File: src/rtl/nms_row_scheduler.sv
// Row scheduler for the Canny NMS stage.
// Walks a full IMG_W x IMG_H gradient image one column per cycle, streams the
// three magnitude rows into the NMS unit, realigns the angle with the NMS
// window, and writes the suppressed result (zeroed on the border) back out.
// The NMS unit has no load-state return except reset, so it is cleared for
// one cycle between rows.
module nms_row_scheduler #(
    parameter int BIT_LENGTH = 5,
    parameter int IMG_W      = 32,
    parameter int IMG_H      = 32,
    parameter int ADDR_W     = 5
) (
    input  logic                  clk,
    input  logic                  reset,
    input  logic                  start,
    output logic                  busy,
    output logic                  done,
    output logic                  rd_en,
    output logic [ADDR_W-1:0]     rd_row,
    output logic [ADDR_W-1:0]     rd_col,
    input  logic [BIT_LENGTH-1:0] mag_up,
    input  logic [BIT_LENGTH-1:0] mag_mid,
    input  logic [BIT_LENGTH-1:0] mag_dn,
    input  logic [1:0]            ang_mid,
    output logic                  nm_enable,
    output logic [BIT_LENGTH-1:0] nm_pixel0,
    output logic [BIT_LENGTH-1:0] nm_pixel1,
    output logic [BIT_LENGTH-1:0] nm_pixel2,
    output logic [1:0]            nm_angle,
    output logic                  nm_clear,
    input  logic [BIT_LENGTH-1:0] nm_pixel_out,
    output logic                  wr_en,
    output logic [ADDR_W-1:0]     wr_row,
    output logic [ADDR_W-1:0]     wr_col,
    output logic [BIT_LENGTH-1:0] wr_data
);

    // Cycle-in-state counter must reach IMG_W+3 (last write of a row).
    localparam int CNT_W = $clog2(IMG_W + 4);

    localparam logic [CNT_W-1:0]  T_ONE     = CNT_W'(1);
    localparam logic [CNT_W-1:0]  T_WR0     = CNT_W'(4);
    localparam logic [CNT_W-1:0]  T_LASTCOL = CNT_W'(IMG_W - 1);
    localparam logic [CNT_W-1:0]  T_W       = CNT_W'(IMG_W);
    localparam logic [CNT_W-1:0]  T_ROWEND  = CNT_W'(IMG_W + 3);
    localparam logic [ADDR_W-1:0] ROW_LAST  = ADDR_W'(IMG_H - 2);
    localparam logic [ADDR_W-1:0] ROW_BOT   = ADDR_W'(IMG_H - 1);
    localparam logic [ADDR_W-1:0] COL_LAST  = ADDR_W'(IMG_W - 1);

    typedef enum logic [2:0] {
        S_IDLE, S_TOP, S_ROW, S_CLEAR, S_BOT, S_FIN
    } state_t;

    state_t              r_state, w_next;
    logic [ADDR_W-1:0]   r_row;
    logic [CNT_W-1:0]    r_t;
    logic [1:0]          r_ang;
    logic                r_clr;

    logic                w_nm_win;
    logic [ADDR_W-1:0]   w_tcol;
    logic [ADDR_W-1:0]   w_wcol;
    logic                w_border;

    // Column currently being read (TOP/BOT/ROW reads) and column being
    // written in ROW, which trails the read by the 4-cycle NMS path.
    assign w_tcol   = ADDR_W'(r_t);
    assign w_wcol   = ADDR_W'(r_t - T_WR0);
    assign w_border = (w_wcol == '0) || (w_wcol == COL_LAST);
    // Gradient data returns one cycle after the read, so the NMS feed
    // window is t=1..IMG_W.
    assign w_nm_win = (r_state == S_ROW) && (r_t >= T_ONE) && (r_t <= T_W);

    assign nm_angle = r_ang;
    assign nm_clear = r_clr;

    // State, counters, angle realignment register and registered clear.
    always_ff @(posedge clk or posedge reset) begin
        if (reset) begin
            r_state <= S_IDLE;
            r_row   <= '0;
            r_t     <= '0;
            r_ang   <= '0;
            r_clr   <= 1'b0;
        end else begin
            r_state <= w_next;
            r_clr   <= (w_next == S_CLEAR);
            r_ang   <= w_nm_win ? ang_mid : 2'd0;
            if (w_next != r_state)
                r_t <= '0;
            else
                r_t <= r_t + T_ONE;
            if (r_state == S_IDLE)
                r_row <= '0;
            else if (r_state == S_TOP && w_next == S_ROW)
                r_row <= ADDR_W'(1);
            else if (r_state == S_CLEAR && w_next == S_ROW)
                r_row <= r_row + ADDR_W'(1);
        end
    end

    // Next-state decode and all datapath strobes.
    always_comb begin
        w_next    = r_state;
        busy      = 1'b0;
        done      = 1'b0;
        rd_en     = 1'b0;
        rd_row    = '0;
        rd_col    = '0;
        nm_enable = 1'b0;
        nm_pixel0 = '0;
        nm_pixel1 = '0;
        nm_pixel2 = '0;
        wr_en     = 1'b0;
        wr_row    = '0;
        wr_col    = '0;
        wr_data   = '0;
        case (r_state)
            S_IDLE: begin
                if (start) w_next = S_TOP;
            end
            S_TOP: begin
                busy   = 1'b1;
                wr_en  = 1'b1;
                wr_col = w_tcol;
                if (r_t == T_LASTCOL) w_next = S_ROW;
            end
            S_ROW: begin
                busy = 1'b1;
                if (r_t < T_W) begin
                    rd_en  = 1'b1;
                    rd_row = r_row;
                    rd_col = w_tcol;
                end
                if (w_nm_win) begin
                    nm_enable = 1'b1;
                    nm_pixel0 = mag_up;
                    nm_pixel1 = mag_mid;
                    nm_pixel2 = mag_dn;
                end
                if (r_t >= T_WR0) begin
                    wr_en   = 1'b1;
                    wr_row  = r_row;
                    wr_col  = w_wcol;
                    wr_data = w_border ? '0 : nm_pixel_out;
                end
                if (r_t == T_ROWEND) w_next = S_CLEAR;
            end
            S_CLEAR: begin
                busy   = 1'b1;
                w_next = (r_row < ROW_LAST) ? S_ROW : S_BOT;
            end
            S_BOT: begin
                busy   = 1'b1;
                wr_en  = 1'b1;
                wr_row = ROW_BOT;
                wr_col = w_tcol;
                if (r_t == T_LASTCOL) w_next = S_FIN;
            end
            S_FIN: begin
                done   = 1'b1;
                w_next = S_IDLE;
            end
            default: w_next = S_IDLE;
        endcase
    end

endmodule

File: config.mk
export PLATFORM = sky130hd
export DESIGN_NAME = nms_row_scheduler
export DESIGN_NICKNAME = d
export VERILOG_FILES = /design/src/rtl/nms_row_scheduler.sv
export SDC_FILE = /design/constraint.sdc
export NUM_CORES = 1
export LEC_CHECK = 0
export CORE_MARGIN = 4
export CORE_UTILIZATION = 45
export DETAILED_ROUTE_END_ITERATION = 16
export GPL_TIMING_DRIVEN = 0
export HOLD_SLACK_MARGIN = 0.03
export PLACE_DENSITY = 0.87
export SYNTH_ARGS = -nofsm -noshare
export SYNTH_HDL_FRONTEND = slang
export SYNTH_SLANG_ARGS = --single-unit
File: constraint.sdc
create_clock -name clk -period 5.45 [get_ports clk]
set_input_delay 0.8175 -clock clk [delete_from_list [all_inputs] [get_ports clk]]
set_output_delay 0.8175 -clock clk [all_outputs]
set_load 0.02 [all_outputs]
==> results.json <==
{
  "outcome": "complete, no violations",
  "maxCapViolations": 0,
  "clk_pin_slew_ns": 0.09,
  "static-leakage-power_nw": 1.02,
  "power_per_cell_area_mw_per_mm2": 320,
  "layout.cells.most_common": "sky130_fd_sc_hd__clkdlybuf4s50_1",
  "drtAntennaViolNets": 0,
  "fp.dieH_um": 66.8,
  "actual_slew_at_the_worst_max_slew_pin_ns": 0.621,
  "final_hold_viol_count": 0,
  "rsz0062_at_grt": "no",
  "yosysSeqAreaShare": 0.274,
  "timing_max_transition_violations_final": 0,
  "grt_max_degree": 18,
  "fp.dieArea_mm2": 0.00446,
  "number_of_buffers_added_for_setup_after_cts": 0,
  "synth_nets": 225,
  "count_of_inserted_antenna_diode_cells": 0,
  "synth_edf_count": 0,
  "worst_setup_path_start_kind": "flop",
  "hold_worst_slack_ns": 0.542,
  "route.detailed.vias_per_inst": 5.23,
  "avg_inst_size_synth_um2": 8.14,
  "insertion_delay_ns": 0.29,
  "worst_vdd_rail_ir_drop_v": 0.000210,
  "wl_per_cell_um": 14.3,
  "timing.final.setup_violations": 0,
  "critical_path.max_fanout": 10,
  "crit_type": "flop to output pin",
  "cts_root_buf": "sky130_fd_sc_hd__clkbuf_4",
  "final_nets": 302,
  "layout_common_cells": "sky130_fd_sc_hd__clkdlybuf4s50_1 (72), sky130_fd_sc_hd__inv_1 (32), sky130_fd_sc_hd__nor4_1 (18), sky130_fd_sc_hd__dfrtp_1 (17), sky130_fd_sc_hd__nor3_1 (14)",
  "drc_errors": 0,
  "synthesis.area_mm2": 0.00155,
  "floorplan.core_area_mm2": 0.00334,
  "max_clock_freq_mhz": 274,
  "critical_path_required_ns": 4.63,
  "number_of_port_buffers": 72,
  "postSynth.asyncResetShare": 1.00,
  "initial_antenna_violation_count": 0,
  "critPathArrivalTime_ns": 2.84,
  "postCtsResizedCells": 0,
  "clkSinkCount": 17,
  "chipWidth_um": 66.8,
  "area_growth_pct": 51.8,
  "fin_skew_ns": 0.00113,
  "gr-usage-all-layers": 0.209,
  "finalCriticalPeriod_ns": 3.65,
  "gpl.final_weighted_congestion": 0.818,
  "synthesis.instances": 191,
  "crit_path_end_kind": "output pin",
  "postSynth.topFlopCell": "sky130_fd_sc_hd__dfrtp_1",
  "num-fill-cells": 283,
  "wirelength_um": 4470,
  "layout-drive-gt1-share": 0.0899,
  "drt-pass1-iter-count": 4,
  "grt_pass1_vias": 1481,
  "clk_path_buf_depth": 2,
  "holdBufCountCts": 0,
  "tritoncts": "done",
  "grt_remaining_overflow": 0,
  "yosys_warnings": 0,
  "netlist-cell-type-count": 48,
  "drt_first_iter_violations": 94,
  "io_pins": 73,
  "slew_headroom": 0.585,
  "cts_made_buffers": 3,
  "floorplan.rows": 21,
  "grt_pass1_wl_um": 7180,
  "via_count": 1638,
  "fin_crit_sh": 0.671,
  "yosys_register_bits": 17,
  "fin_tns_setup_ns": 0,
  "initial_utilization": 0.466,
  "htreeDepth": 1,
  "place.detailed.hpwl_um": 3690,
  "worst_hold_path_type": "flop to flop"
}
==> state kept, by name (all words and copies together), names as in the netlist <==
signal    count
r_t           6
nm_clear      1
nm_angle      2
r_state       3
r_row         5
==> metal layers <==
metal  up-vias  track usage  part of all wire  routed length (um)
met4         0       0.0533             0.018                  81
met5         -            0                 0                   0
met2        31        0.373              0.52                2340
met3         8       0.0422             0.031                 139
li1        830            -                 -                   -
met1       769        0.254              0.43                1910
==> path summary, 6_finish.rpt <==
check / from / to / slack, ns / depth (start not counted)
max in group asynchronous: reset / r_row[1] / 4.16 / 2
min in group asynchronous: reset / r_row[0] / 0.89 / 2
worst max register to register: r_t[2] / nm_angle[1] / 3.58 / 5
worst min register to register: r_t[0] / r_t[0] / 0.54 / 1
worst min-delay path: r_t[0] / r_t[0] / 0.54 / 1
worst max-delay path: r_t[2] / nm_pixel1[1] / 1.80 / 7
==> kinds of logic (layout without fill, tap and decap cells) <==
kind of cell,Yosys count,after routing,synth area share
buf+inv,47,123,0.144
simple gates,71,71,0.266
xor+xnor,5,5,0.0282
fa+ha+maj,9,9,0.0725
compound gates,38,38,0.189
mux,4,4,0.0266
flops,17,17,0.274
==> power by group <==
group	switching [W]	internal, W	total [W]
clock	0.0000392	0.0000285	0.0000677
combinational	0.000285	0.000214	0.000499
sequential	0.0000327	0.000156	0.000189
==> area by class of cell <==
| class | instances | area, um2 | share of cell area |
|---|---|---|---|
| Buffer | 14 | 100 | 0.0424 |
| Clock buffer | 4 | 26.3 | 0.0111 |
| Inverter | 33 | 124 | 0.0525 |
| Multi-Input combinational cell | 127 | 905 | 0.384 |
| Sequential cell | 17 | 425 | 0.180 |
| Tap cell | 46 | 57.6 | 0.0244 |
| Timing Repair Buffer | 72 | 721 | 0.306 |
==> critical path, stage by stage (launching register included) <==
cell	delay, ns
sky130_fd_sc_hd__dfrtp_1	0.46
sky130_fd_sc_hd__inv_1	0.17
sky130_fd_sc_hd__ha_1	0.34
sky130_fd_sc_hd__inv_2	0.10
sky130_fd_sc_hd__a2111oi_4	0.58
sky130_fd_sc_hd__buf_4	0.27
sky130_fd_sc_hd__nor4_1	0.06
sky130_fd_sc_hd__clkdlybuf4s50_1	0.56
==> Yosys cell counts (2+ instances only) <==
master | instances | area [um2]
sky130_fd_sc_hd__a21boi_0 | 2 | 15.0
sky130_fd_sc_hd__a21o_1 | 5 | 37.5
sky130_fd_sc_hd__a21oi_1 | 12 | 60.1
sky130_fd_sc_hd__a22oi_1 | 2 | 15.0
sky130_fd_sc_hd__and3_1 | 4 | 25.0
sky130_fd_sc_hd__buf_2 | 5 | 25.0
sky130_fd_sc_hd__buf_4 | 3 | 22.5
sky130_fd_sc_hd__buf_6 | 4 | 45.0
sky130_fd_sc_hd__clkbuf_1 | 2 | 7.51
sky130_fd_sc_hd__dfrtp_1 | 17 | 425
sky130_fd_sc_hd__ha_1 | 9 | 113
sky130_fd_sc_hd__inv_1 | 32 | 120
sky130_fd_sc_hd__mux2i_1 | 3 | 30.0
sky130_fd_sc_hd__nand2_1 | 7 | 26.3
sky130_fd_sc_hd__nand3_1 | 3 | 15.0
sky130_fd_sc_hd__nand4b_1 | 2 | 17.5
sky130_fd_sc_hd__nor2_1 | 8 | 30.0
sky130_fd_sc_hd__nor3_1 | 14 | 70.1
sky130_fd_sc_hd__nor3b_1 | 2 | 15.0
sky130_fd_sc_hd__nor4_1 | 18 | 113
sky130_fd_sc_hd__o21ai_0 | 2 | 10.0
sky130_fd_sc_hd__o22ai_1 | 2 | 12.5
sky130_fd_sc_hd__o31ai_1 | 2 | 15.0
sky130_fd_sc_hd__or3_1 | 3 | 18.8
sky130_fd_sc_hd__xnor2_1 | 5 | 43.8
==> per-stage QoR <==
step | utilization | setup slack, ns | instances | power (W) | instance area (um2)
finish | 0.707 | 1.80 | 313 | 0.000755 | 2360
floorplan | - | 2.70 | 191 | 0.000534 | 1550
global placement | 0.699 | 2.18 | 309 | 0.000679 | 2330
detailed placement | 0.699 | 2.12 | 309 | 0.000690 | 2330
global route | 0.707 | 1.57 | 313 | 0.000815 | 2360
CTS | 0.707 | 1.78 | 313 | 0.000758 | 2360
Power figures use the tool's default switching activity.
